## config.mk

```make
export PLATFORM = sky130hd
export DESIGN_NAME = conv_seq_ctrl
export DESIGN_NICKNAME = d
export VERILOG_FILES = /design/src/rtl/conv_pkg.sv /design/src/rtl/conv_dly_pipe.sv /design/src/rtl/conv_seq_ctrl.sv
export SDC_FILE = /design/constraint.sdc
export NUM_CORES = 1
export LEC_CHECK = 0
export CORE_MARGIN = 4
export CORE_UTILIZATION = 29
export DETAILED_ROUTE_END_ITERATION = 10
export PLACE_DENSITY = 0.43
export SLEW_MARGIN = 15
export SYNTH_ARGS = -nofsm -noshare
export SYNTH_HDL_FRONTEND = slang
export SYNTH_SLANG_ARGS = --single-unit
```

## constraint.sdc

```tcl
create_clock -name clk -period 8.6 [get_ports clk]
set_clock_uncertainty 0.1 [all_clocks]
set_input_delay 1.72 -clock clk [delete_from_list [all_inputs] [get_ports clk]]
set_output_delay 1.72 -clock clk [all_outputs]
set_load 0.02 [all_outputs]
```

## src/rtl/conv_pkg.sv

```systemverilog
// conv_pkg: shared sequencer state encoding and derived address-width helpers
// for the convolution datapath blocks.
package conv_pkg;

    typedef enum logic [1:0] {IDLE, RUN, DRAIN, DONE} state_t;

    function automatic int ofm_w(input int ifm_w, input int k);
        return ifm_w - k + 1;
    endfunction

    function automatic int ia_w(input int ifm_w);
        return $clog2(ifm_w * ifm_w);
    endfunction

    function automatic int wa_w(input int k);
        return $clog2(k * k);
    endfunction

    function automatic int oa_w(input int ifm_w, input int k);
        return $clog2(ofm_w(ifm_w, k) * ofm_w(ifm_w, k));
    endfunction

endpackage

```

## src/rtl/conv_dly_pipe.sv

```systemverilog
// conv_dly_pipe: shift register of {valid, first, last, oaddr} words; exposes
// {valid, first} at TAP_A, {last, oaddr} at TAP_B, and whether any tap is still in flight.
module conv_dly_pipe #(
    parameter int W     = 8,
    parameter int TAP_A = 1,
    parameter int TAP_B = 2
) (
    input  logic         clk,
    input  logic         rst,
    input  logic [W-1:0] d_i,
    output logic [1:0]   a_o,
    output logic [W-3:0] b_o,
    output logic         busy_o
);

    logic [W-1:0] sr_q [1:TAP_B];

    always_ff @(posedge clk) begin
        if (!rst) begin
            for (int i = 1; i <= TAP_B; i++) sr_q[i] <= '0;
        end else begin
            sr_q[1] <= d_i;
            for (int i = 2; i <= TAP_B; i++) sr_q[i] <= sr_q[i-1];
        end
    end

    // The final stage is excluded: it empties on the same edge the FSM leaves DRAIN.
    always_comb begin
        busy_o = 1'b0;
        for (int i = 1; i < TAP_B; i++) busy_o = busy_o | sr_q[i][W-1];
    end

    assign a_o = sr_q[TAP_A][W-1 -: 2];
    assign b_o = sr_q[TAP_B][W-3:0];

endmodule

```

## src/rtl/conv_seq_ctrl.sv

```systemverilog
// conv_seq_ctrl: walks every output pixel and kernel tap of one stride-1, unpadded
// convolution pass, issuing buffer reads, MAC strobes and ofmap writes.
module conv_seq_ctrl
    import conv_pkg::*;
#(
    parameter  int IFM_W   = 6,
    parameter  int K       = 3,
    parameter  int RD_LAT  = 1,
    parameter  int MAC_LAT = 1,
    localparam int OFM_W   = ofm_w(IFM_W, K),
    localparam int IA_W    = ia_w(IFM_W),
    localparam int WA_W    = wa_w(K),
    localparam int OA_W    = oa_w(IFM_W, K)
) (
    input  logic            clk,
    input  logic            rst,
    input  logic            start,
    input  logic            hold,
    output logic [IA_W-1:0] ifmd_rd_addr,
    output logic [WA_W-1:0] wgt_rd_addr,
    output logic            rd_en,
    output logic            mac_clr,
    output logic            mac_en,
    output logic            ofmd_wr_en,
    output logic [OA_W-1:0] ofmd_wr_addr,
    output logic            busy,
    output logic            done
);

    localparam logic [IA_W-1:0] KM1 = IA_W'(K - 1);
    localparam logic [IA_W-1:0] OM1 = IA_W'(OFM_W - 1);
    localparam logic [IA_W-1:0] ONE = IA_W'(1);
    localparam int PW = OA_W + 3;

    state_t          state_q, state_d;
    logic [IA_W-1:0] orow_q, ocol_q, kr_q, kc_q, orow_d, ocol_d, kr_d, kc_d;
    logic [IA_W-1:0] ia_q;
    logic [WA_W-1:0] wa_q;
    logic [OA_W-1:0] oa_q;
    logic            kc_w, kr_w, oc_w, or_w, last_tap, pipe_busy;
    logic [PW-1:0]   pin;
    logic [1:0]      pa;
    logic [OA_W:0]   pb;

    always_comb begin
        kc_w     = kc_q == KM1;
        kr_w     = kr_q == KM1;
        oc_w     = ocol_q == OM1;
        or_w     = orow_q == OM1;
        rd_en    = state_q == RUN && !hold;
        last_tap = kc_w && kr_w && oc_w && or_w;
        kc_d     = rd_en ? (kc_w ? '0 : kc_q + ONE) : kc_q;
        kr_d     = rd_en && kc_w ? (kr_w ? '0 : kr_q + ONE) : kr_q;
        ocol_d   = rd_en && kc_w && kr_w ? (oc_w ? '0 : ocol_q + ONE) : ocol_q;
        orow_d   = rd_en && kc_w && kr_w && oc_w ? (or_w ? '0 : orow_q + ONE) : orow_q;
        state_d  = state_q;
        case (state_q)
            IDLE:    if (start) state_d = RUN;
            RUN:     if (rd_en && last_tap) state_d = DRAIN;
            DRAIN:   if (!pipe_busy) state_d = DONE;
            default: state_d = IDLE;
        endcase
    end

    always_ff @(posedge clk) begin
        if (!rst) begin
            state_q <= IDLE;
            orow_q  <= '0;
            ocol_q  <= '0;
            kr_q    <= '0;
            kc_q    <= '0;
            ia_q    <= '0;
            wa_q    <= '0;
            oa_q    <= '0;
        end else begin
            state_q <= state_d;
            orow_q  <= orow_d;
            ocol_q  <= ocol_d;
            kr_q    <= kr_d;
            kc_q    <= kc_d;
            ia_q    <= IA_W'((int'(orow_d) + int'(kr_d)) * IFM_W + int'(ocol_d) + int'(kc_d));
            wa_q    <= WA_W'(int'(kr_d) * K + int'(kc_d));
            if (ofmd_wr_en) oa_q <= pb[OA_W-1:0];
        end
    end

    // "last" is only ever set alongside valid, so it doubles as the write strobe.
    assign pin = {rd_en, rd_en && kr_q == '0 && kc_q == '0, rd_en && kc_w && kr_w,
                  OA_W'(int'(orow_q) * OFM_W + int'(ocol_q))};

    conv_dly_pipe #(.W(PW), .TAP_A(RD_LAT), .TAP_B(RD_LAT + MAC_LAT)) u_pipe (
        .clk    (clk),
        .rst    (rst),
        .d_i    (pin),
        .a_o    (pa),
        .b_o    (pb),
        .busy_o (pipe_busy)
    );

    assign ifmd_rd_addr = ia_q;
    assign wgt_rd_addr  = wa_q;
    assign mac_en       = pa[1];
    assign mac_clr      = pa[0];
    assign ofmd_wr_en   = pb[OA_W];
    assign ofmd_wr_addr = ofmd_wr_en ? pb[OA_W-1:0] : oa_q;
    assign busy         = state_q == RUN || state_q == DRAIN;
    assign done         = state_q == DONE;

endmodule

```

==> reports/metrics.cfg, run 1 <==
[synth]
synth_edf_count = 0
ys_top_cells_by_area = dfxtp_1 (36%), ha_1 (12%), and2_1 (7.1%)
synth_ff_type = dfxtp_1
syn_inst = 294
synth_area_mm2 = 0.00290
ys_async_sr_fraction_pct = 0
synth_seq_cells = 52
ys_top_cells_by_count = dfxtp_1 (52), and2_1 (33), ha_1 (28)
ys_types = 40
yosysWarnings = 0
ys_seq_area_share_pct = 35.9
synth_top_area_cell = dfxtp_1
yosys.cell_count.top_type = dfxtp_1
mappedNetlistNets = 336
synth_area_per_cell_um2 = 9.87
synth_top_area_share_pct = 35.9

[critical_path]
rr_worst_depth = 22
cp_data_arrival_time_ns = 6.82
critPathMaxStageDelay_ns = 0.50
worst_ep_required_time_ns = 8.72
slowest_stage = fa_1
r2r_slack_ns = 3.11
crit_buf_inv = 5
crit_chain = clkdlybuf4s50_1 -> and3b_1 -> and4_1 -> and2_1 -> nand2_1 -> mux2i_1 -> ha_1 -> inv_1 -> fa_1 -> inv_1 -> ha_1 -> fa_1 -> inv_1 -> fa_1 -> inv_1 -> ha_1 -> a21o_1 -> a21oi_1 -> xnor2_1 -> xnor2_1 -> xnor2_1 -> xnor2_1 -> and2_1
critPathKind = primary input to flip-flop
r2r-end = ifmd_rd_addr[5]
cp-end-kind = flip-flop
start_kind = primary input
reg2reg_from = kc_q[2]
critPathMaxFanout = 6
path_delay_family = adder cells

[die]
ios = 24
fp.dieH_um = 108
core_area_mm2 = 0.00977
initial_utilization_pct = 29.7
die_w_um = 108
die_area_mm2 = 0.0117
rows = 36

[clock_network]
cts_tree = yes
cts_max_path_buffers = 2
clock-sinks = 52
h-tree-depth = 2
hold_buffers = 0
clock_latency_ns = 0.32
root_buffer = clkbuf_8
post_cts_buffers = 0
path_clk_slew_ns = 0.11
cts_resized = 0
cts_buffers = 5

[global_route]
antenna_found_initial = 0
grt_usage_pct = 10.9
grt_max_degree = 52
grt_pass1_vias = 1918
grt_pass1_wl_um = 9810
overflow = 0

[final_layout]
drive_gt1_share_pct = 6.92
post-route-cell-area_mm2 = 0.00336
final_nets = 359
fin_cells = 451
area_growth_pct = 15.6
fill_cells = 1026
antennaDiodeCount = 0

[placement]
placedCellCount = 443
gp_congestion = 0.768
dp_hpwl_um = 4400
portBuffers = 23
placed_cell_area_mm2 = 0.00326

[drt]
drc = 0
antenna_left = 0
drtIter0Drc = 64
totalWireLength_um = 5690
vias = 1932
vias_per_cell = 4.28
avgRoutedWirePerCell_um = 12.6
dr.pass1.iters = 4

[timing]
hold_viol = 0
rsz0062_at_grt = false
fmax_ghz = 0.149
min_period_ns = 6.70
setup_viol = 0
tns_ns = 0
relSlewSlack_pct = 51.0
drv_slew = 0
fin_crit_sh_pct = 77.9
tightest_slew_ns = 0.727

[power]
fin_total_pwr_w = 0.000499
leakage_nw = 1.47
ir_drop_v = 0.0000619
p_per_area_mw_per_mm2 = 149

[hold_path]
worst_hold_startpoint = u_pipe.sr_q[1][3]
hold_path_class = flip-flop to flip-flop
hold-path-endpoint = u_pipe.sr_q[2][3]
holdPathStages = 1

[run_status]
status = completed

[flow_run]
max_cap_violations = 0

[flip-flops by register name, indices dropped and copies added, names as in the netlist, named ones only]
| register | flops |
|---|---|
| ocol_q | 6 |
| u_pipe.sr_q | 12 |
| kc_q | 6 |
| state_q | 2 |
| kr_q | 5 |
| ifmd_rd_addr | 6 |
| wgt_rd_addr | 4 |
| oa_q | 4 |
| orow_q | 4 |
[cell families (layout without fill, tap and decap cells)]
logic type / Yosys count / count (layout) / synth area share [%]
simple gates: 109 / 109 / 22.7
flops: 52 / 52 / 35.9
fa+ha+maj: 38 / 38 / 19.0
buf+inv: 32 / 56 / 4.31
xor+xnor: 30 / 30 / 9.05
compound gates: 23 / 23 / 5.43
mux: 10 / 10 / 3.66
[through the flow]
stage / hold slack (ns) / setup slack, ns / util, %
after global routing: 0.364 / 1.52 / 34.3
after detailed placement: 0.319 / 1.56 / 33.4
after global placement: 0.316 / 1.64 / 33.4
after CTS: 0.346 / 1.89 / 34.3
final: 0.342 / 1.90 / 34.3
after floorplan: 0.312 / 2.41 / -
[per-layer routing]
| metal | track usage, % | routed length (um) |
|---|---|---|
| met1 | 14.9 | 2900 |
| met2 | 17.1 | 2530 |
| met3 | 2.99 | 202 |
| met4 | 2.43 | 59 |
| met5 | 0 | 0 |
[layout make-up]
class | instances | area (um^2) | area share (%)
clock buffer | 5 | 68.8 | 2.05
clock inverter | 3 | 25.0 | 0.745
inverter | 25 | 93.8 | 2.80
multi-input combinational | 210 | 1740 | 51.7
sequential | 52 | 1040 | 31.0
tap | 133 | 166 | 4.96
timing repair buffer | 23 | 225 | 6.71
[cells in the final DEF (no fill, tap or decap), types with 3 or more instances in the layout]
cell / n
a21o_1: 4
a21oi_1: 5
a31oi_1: 3
and2_1: 33
clkbuf_8: 5
clkdlybuf4s50_1: 22
dfxtp_1: 52
fa_1: 10
ha_1: 28
inv_1: 24
mux2_2: 5
mux2i_1: 5
nand2_1: 19
nand2b_1: 3
nand3_1: 5
nand4_1: 6
nor2_1: 9
nor2b_1: 18
o21ai_0: 3
xnor2_1: 19
xor2_1: 11
[how the worst max path moves through the flow]
| stage | endpoint | from | cells after the start |
|---|---|---|---|
| 6_report | ifmd_rd_addr[5] | hold | 23 |
| 2_1_floorplan | ifmd_rd_addr[5] | hold | 24 |
| 4_1_cts | ifmd_rd_addr[5] | hold | 23 |
| 5_1_grt | ifmd_rd_addr[5] | hold | 23 |
| 3_5_place_dp | ifmd_rd_addr[5] | hold | 23 |
| 3_3_place_gp | ifmd_rd_addr[5] | hold | 23 |
[worst register-to-register path, cell delays in order, from the launching register on]
cell and delay [ns]:
dfxtp_1 0.38, nor4_4 0.43, and4_1 0.44, and2_1 0.30
nand2_1 0.08, mux2i_1 0.19, ha_1 0.21, inv_1 0.06
fa_1 0.47, inv_1 0.08, ha_1 0.22, fa_1 0.51
inv_1 0.05, fa_1 0.47, inv_1 0.04, ha_1 0.32
a21o_1 0.19, a21oi_1 0.16, xnor2_1 0.16, xnor2_1 0.15
xnor2_1 0.16, xnor2_1 0.09, and2_1 0.15
[where the power goes]
group	internal (W)	total, W	switching, W
combinational	0.0000398	0.0000900	0.0000502
clock	0.0000596	0.000151	0.0000910
sequential	0.000250	0.000259	0.00000837
total	0.000350	0.000499	0.000150
(Power assumes the default switching activity.)
==> inputs of run 2 (changes only) <==
==> constraint.sdc (replaced) <==
create_clock -name clk -period 6.52 [get_ports clk]
set_clock_uncertainty 0.1 [all_clocks]
set_input_delay 1.304 -clock clk [delete_from_list [all_inputs] [get_ports clk]]
set_output_delay 1.304 -clock clk [all_outputs]
set_load 0.02 [all_outputs]
==> run 2 against run 1 <==
  * Clock power increased by 52%
  * Sequential share of layout area decreased by 0.40 points
  * Critical path depth unchanged
  * Cell count increased by 0.67%
  * Highest routed layer unchanged
  * Sequential cell count unchanged
  * Global-route usage decreased by 0.45 points
  * Setup slack got worse by 1.4 ns
  * Die area unchanged
  * Worst hold slack got worse by 0.0020 ns
==> reports/metrics.cfg, run 2 (synthesis results as in run 1) <==
[clock_network]
hold_buffers = 0  ; unchanged
clock-sinks = 52  ; unchanged
post_cts_buffers = 0  ; unchanged
cts_tree = yes
path_clk_slew_ns = 0.11  ; about the same
clock_latency_ns = 0.31  ; about the same
cts_max_path_buffers = 2  ; unchanged
h-tree-depth = 2  ; unchanged
root_buffer = clkbuf_8
cts_resized = 0  ; unchanged
cts_buffers = 5  ; unchanged

[critical_path]
cp-end-kind = flip-flop
start_kind = primary input
rr_worst_depth = 22  ; unchanged
reg2reg_from = kc_q[2]
critPathKind = primary input to flip-flop
cp_data_arrival_time_ns = 6.19  ; -0.63 ns
r2r-end = ifmd_rd_addr[5]
slowest_stage = fa_1
worst_ep_required_time_ns = 6.64  ; -2.08 ns
critPathMaxFanout = 6  ; unchanged
critPathMaxStageDelay_ns = 0.51  ; about the same
crit_chain = clkdlybuf4s50_1 -> and3b_1 -> and4_1 -> and2_1 -> nand2_1 -> mux2i_1 -> ha_1 -> inv_1 -> fa_1 -> inv_1 -> ha_1 -> fa_1 -> inv_1 -> fa_1 -> inv_1 -> ha_1 -> a21o_1 -> a21oi_1 -> xnor2_1 -> xnor2_1 -> xnor2_1 -> xnor2_1 -> and2_1
r2r_slack_ns = 1.26  ; -1.85 ns

[hold_path]
hold-path-endpoint = u_pipe.sr_q[2][4]
worst_hold_startpoint = u_pipe.sr_q[1][4]
hold_path_class = flip-flop to flip-flop
holdPathStages = 1  ; unchanged

[final_layout]
regMostFlops = u_pipe.sr_q
antennaDiodeCount = 0  ; unchanged
final_nets = 362  ; +0.84%
multi_input_area_mm2 = 0.00174  ; unchanged
fin_cells = 454  ; +0.67%
area_growth_pct = 17.2
drive_gt1_share_pct = 7.79  ; +0.87 points
fill_cells = 1006  ; -1.9%
largest_register_ffs = 12  ; unchanged
regArea_mm2 = 0.00104  ; unchanged
final_cell_mix = dfxtp_1 (52), and2_1 (33), ha_1 (28)
final_common_cell = dfxtp_1

[die]
initial_utilization_pct = 29.7  ; unchanged
core_area_mm2 = 0.00977  ; unchanged
die_area_mm2 = 0.0117  ; unchanged
rows = 36  ; unchanged
die_w_um = 108  ; unchanged
ios = 24  ; unchanged
fp.dieH_um = 108  ; unchanged

[placement]
gp_congestion = 0.769  ; +0.10%
dp_slack_ns = 0.0994  ; -1.46 ns
placedCellCount = 446  ; +0.68%
dp_hpwl_um = 4350  ; -1.0%
portBuffers = 23  ; unchanged

[timing]
fmax_ghz = 0.165
hold_viol = 0  ; unchanged
min_period_ns = 6.07
fin_crit_sh_pct = 93.1
setup_viol = 0  ; unchanged
fin_ws_ns = 0.450  ; -1.45 ns
drv_slew = 0  ; unchanged
tightest_slew_ns = 0.717  ; -0.0101 ns
rsz0062_at_grt = false
relSlewSlack_pct = 52.2  ; +1.2 points
tns_ns = 0  ; unchanged

[flow_run]
max_cap_violations = 0  ; unchanged

[drt]
totalWireLength_um = 5660  ; -0.54%
avgRoutedWirePerCell_um = 12.5  ; -1.2%
antenna_left = 0  ; unchanged
drc = 0  ; unchanged
dr.pass1.iters = 4  ; unchanged
vias = 1915  ; -0.88%
vias_per_cell = 4.22  ; -1.5%
drtIter0Drc = 65  ; +1.6%

[global_route]
grt_pass1_wl_um = 9450  ; -3.6%
grt_max_degree = 52  ; unchanged
antenna_found_initial = 0  ; unchanged
grt_usage_pct = 10.4  ; -0.45 points
grt_pass1_vias = 1829  ; -4.6%
overflow = 0  ; unchanged

[power]
ir_drop_v = 0.0000904  ; +46%
leakage_nw = 1.49  ; +1.7%
p_per_area_mw_per_mm2 = 203  ; +36%

[run_status]
status = completed

## run 2: changes by cell type in the layout (fill, tap and decap cells not counted), sizes merged
cell / delta
inv: -1
bufinv: +1
buf: +3
## run 2: metal layers
metal | GRT usage, % | up-vias | wire length [um]
li1 | - | 1010 | -
met4 | 2.98 | 0 | 59
met3 | 1.85 | 5 | 153
met2 | 15.7 | 34 | 2520
met1 | 15.2 | 866 | 2930
met5 | 0 | - | 0
## run 2: final cells by class
| class | count | area share (%) |
|---|---|---|
| clock inverter | 3 | 1.36 |
| tap | 133 | 4.89 |
| multi-input combinational | 210 | 51.1 |
| sequential | 52 | 30.6 |
| inverter | 25 | 2.76 |
| timing repair buffer | 26 | 7.28 |
| clock buffer | 5 | 2.02 |
## run 2: through the flow
stage	cell area (um^2)	utilization (%)	power, W	hold WS [ns]
finish	3400	34.8	0.000690	0.340
global route	3400	34.8	0.000732	0.366
CTS	3400	34.8	0.000704	0.347
detailed placement	3290	33.6	0.000471	0.320
global placement	3290	33.6	0.000471	0.314
floorplan	2900	-	0.000424	0.312
## run 2: critical path: cells and delay by family
kind	cells	cell delay, ns
muxes	1	0.19
adders and majority gates	6	2.20
AOI/OAI and AO/OA	2	0.34
buffers and inverters	5	0.68
xor gates and xnor gates	4	0.56
and+or+nand+nor	5	0.89
## run 2: how the worst max path moves through the flow
stage / cells past startpoint / endpoint / slack (ns) / start
detailed placement: 23 / ifmd_rd_addr[5] / 0.1 / hold
finish: 23 / ifmd_rd_addr[5] / 0.45 / hold
CTS: 23 / ifmd_rd_addr[5] / 0.42 / hold
floorplan: 24 / ifmd_rd_addr[5] / 0.75 / hold
global route: 23 / ifmd_rd_addr[5] / 0.20 / hold
global placement: 23 / ifmd_rd_addr[5] / 0.17 / hold
## run 2: where the power goes
group	internal [W]	switching [W]	leakage, nW
Combinational	0.0000524	0.0000662	1.02
Sequential	0.000330	0.0000113	0.419
Clock	0.000116	0.000114	0.0548
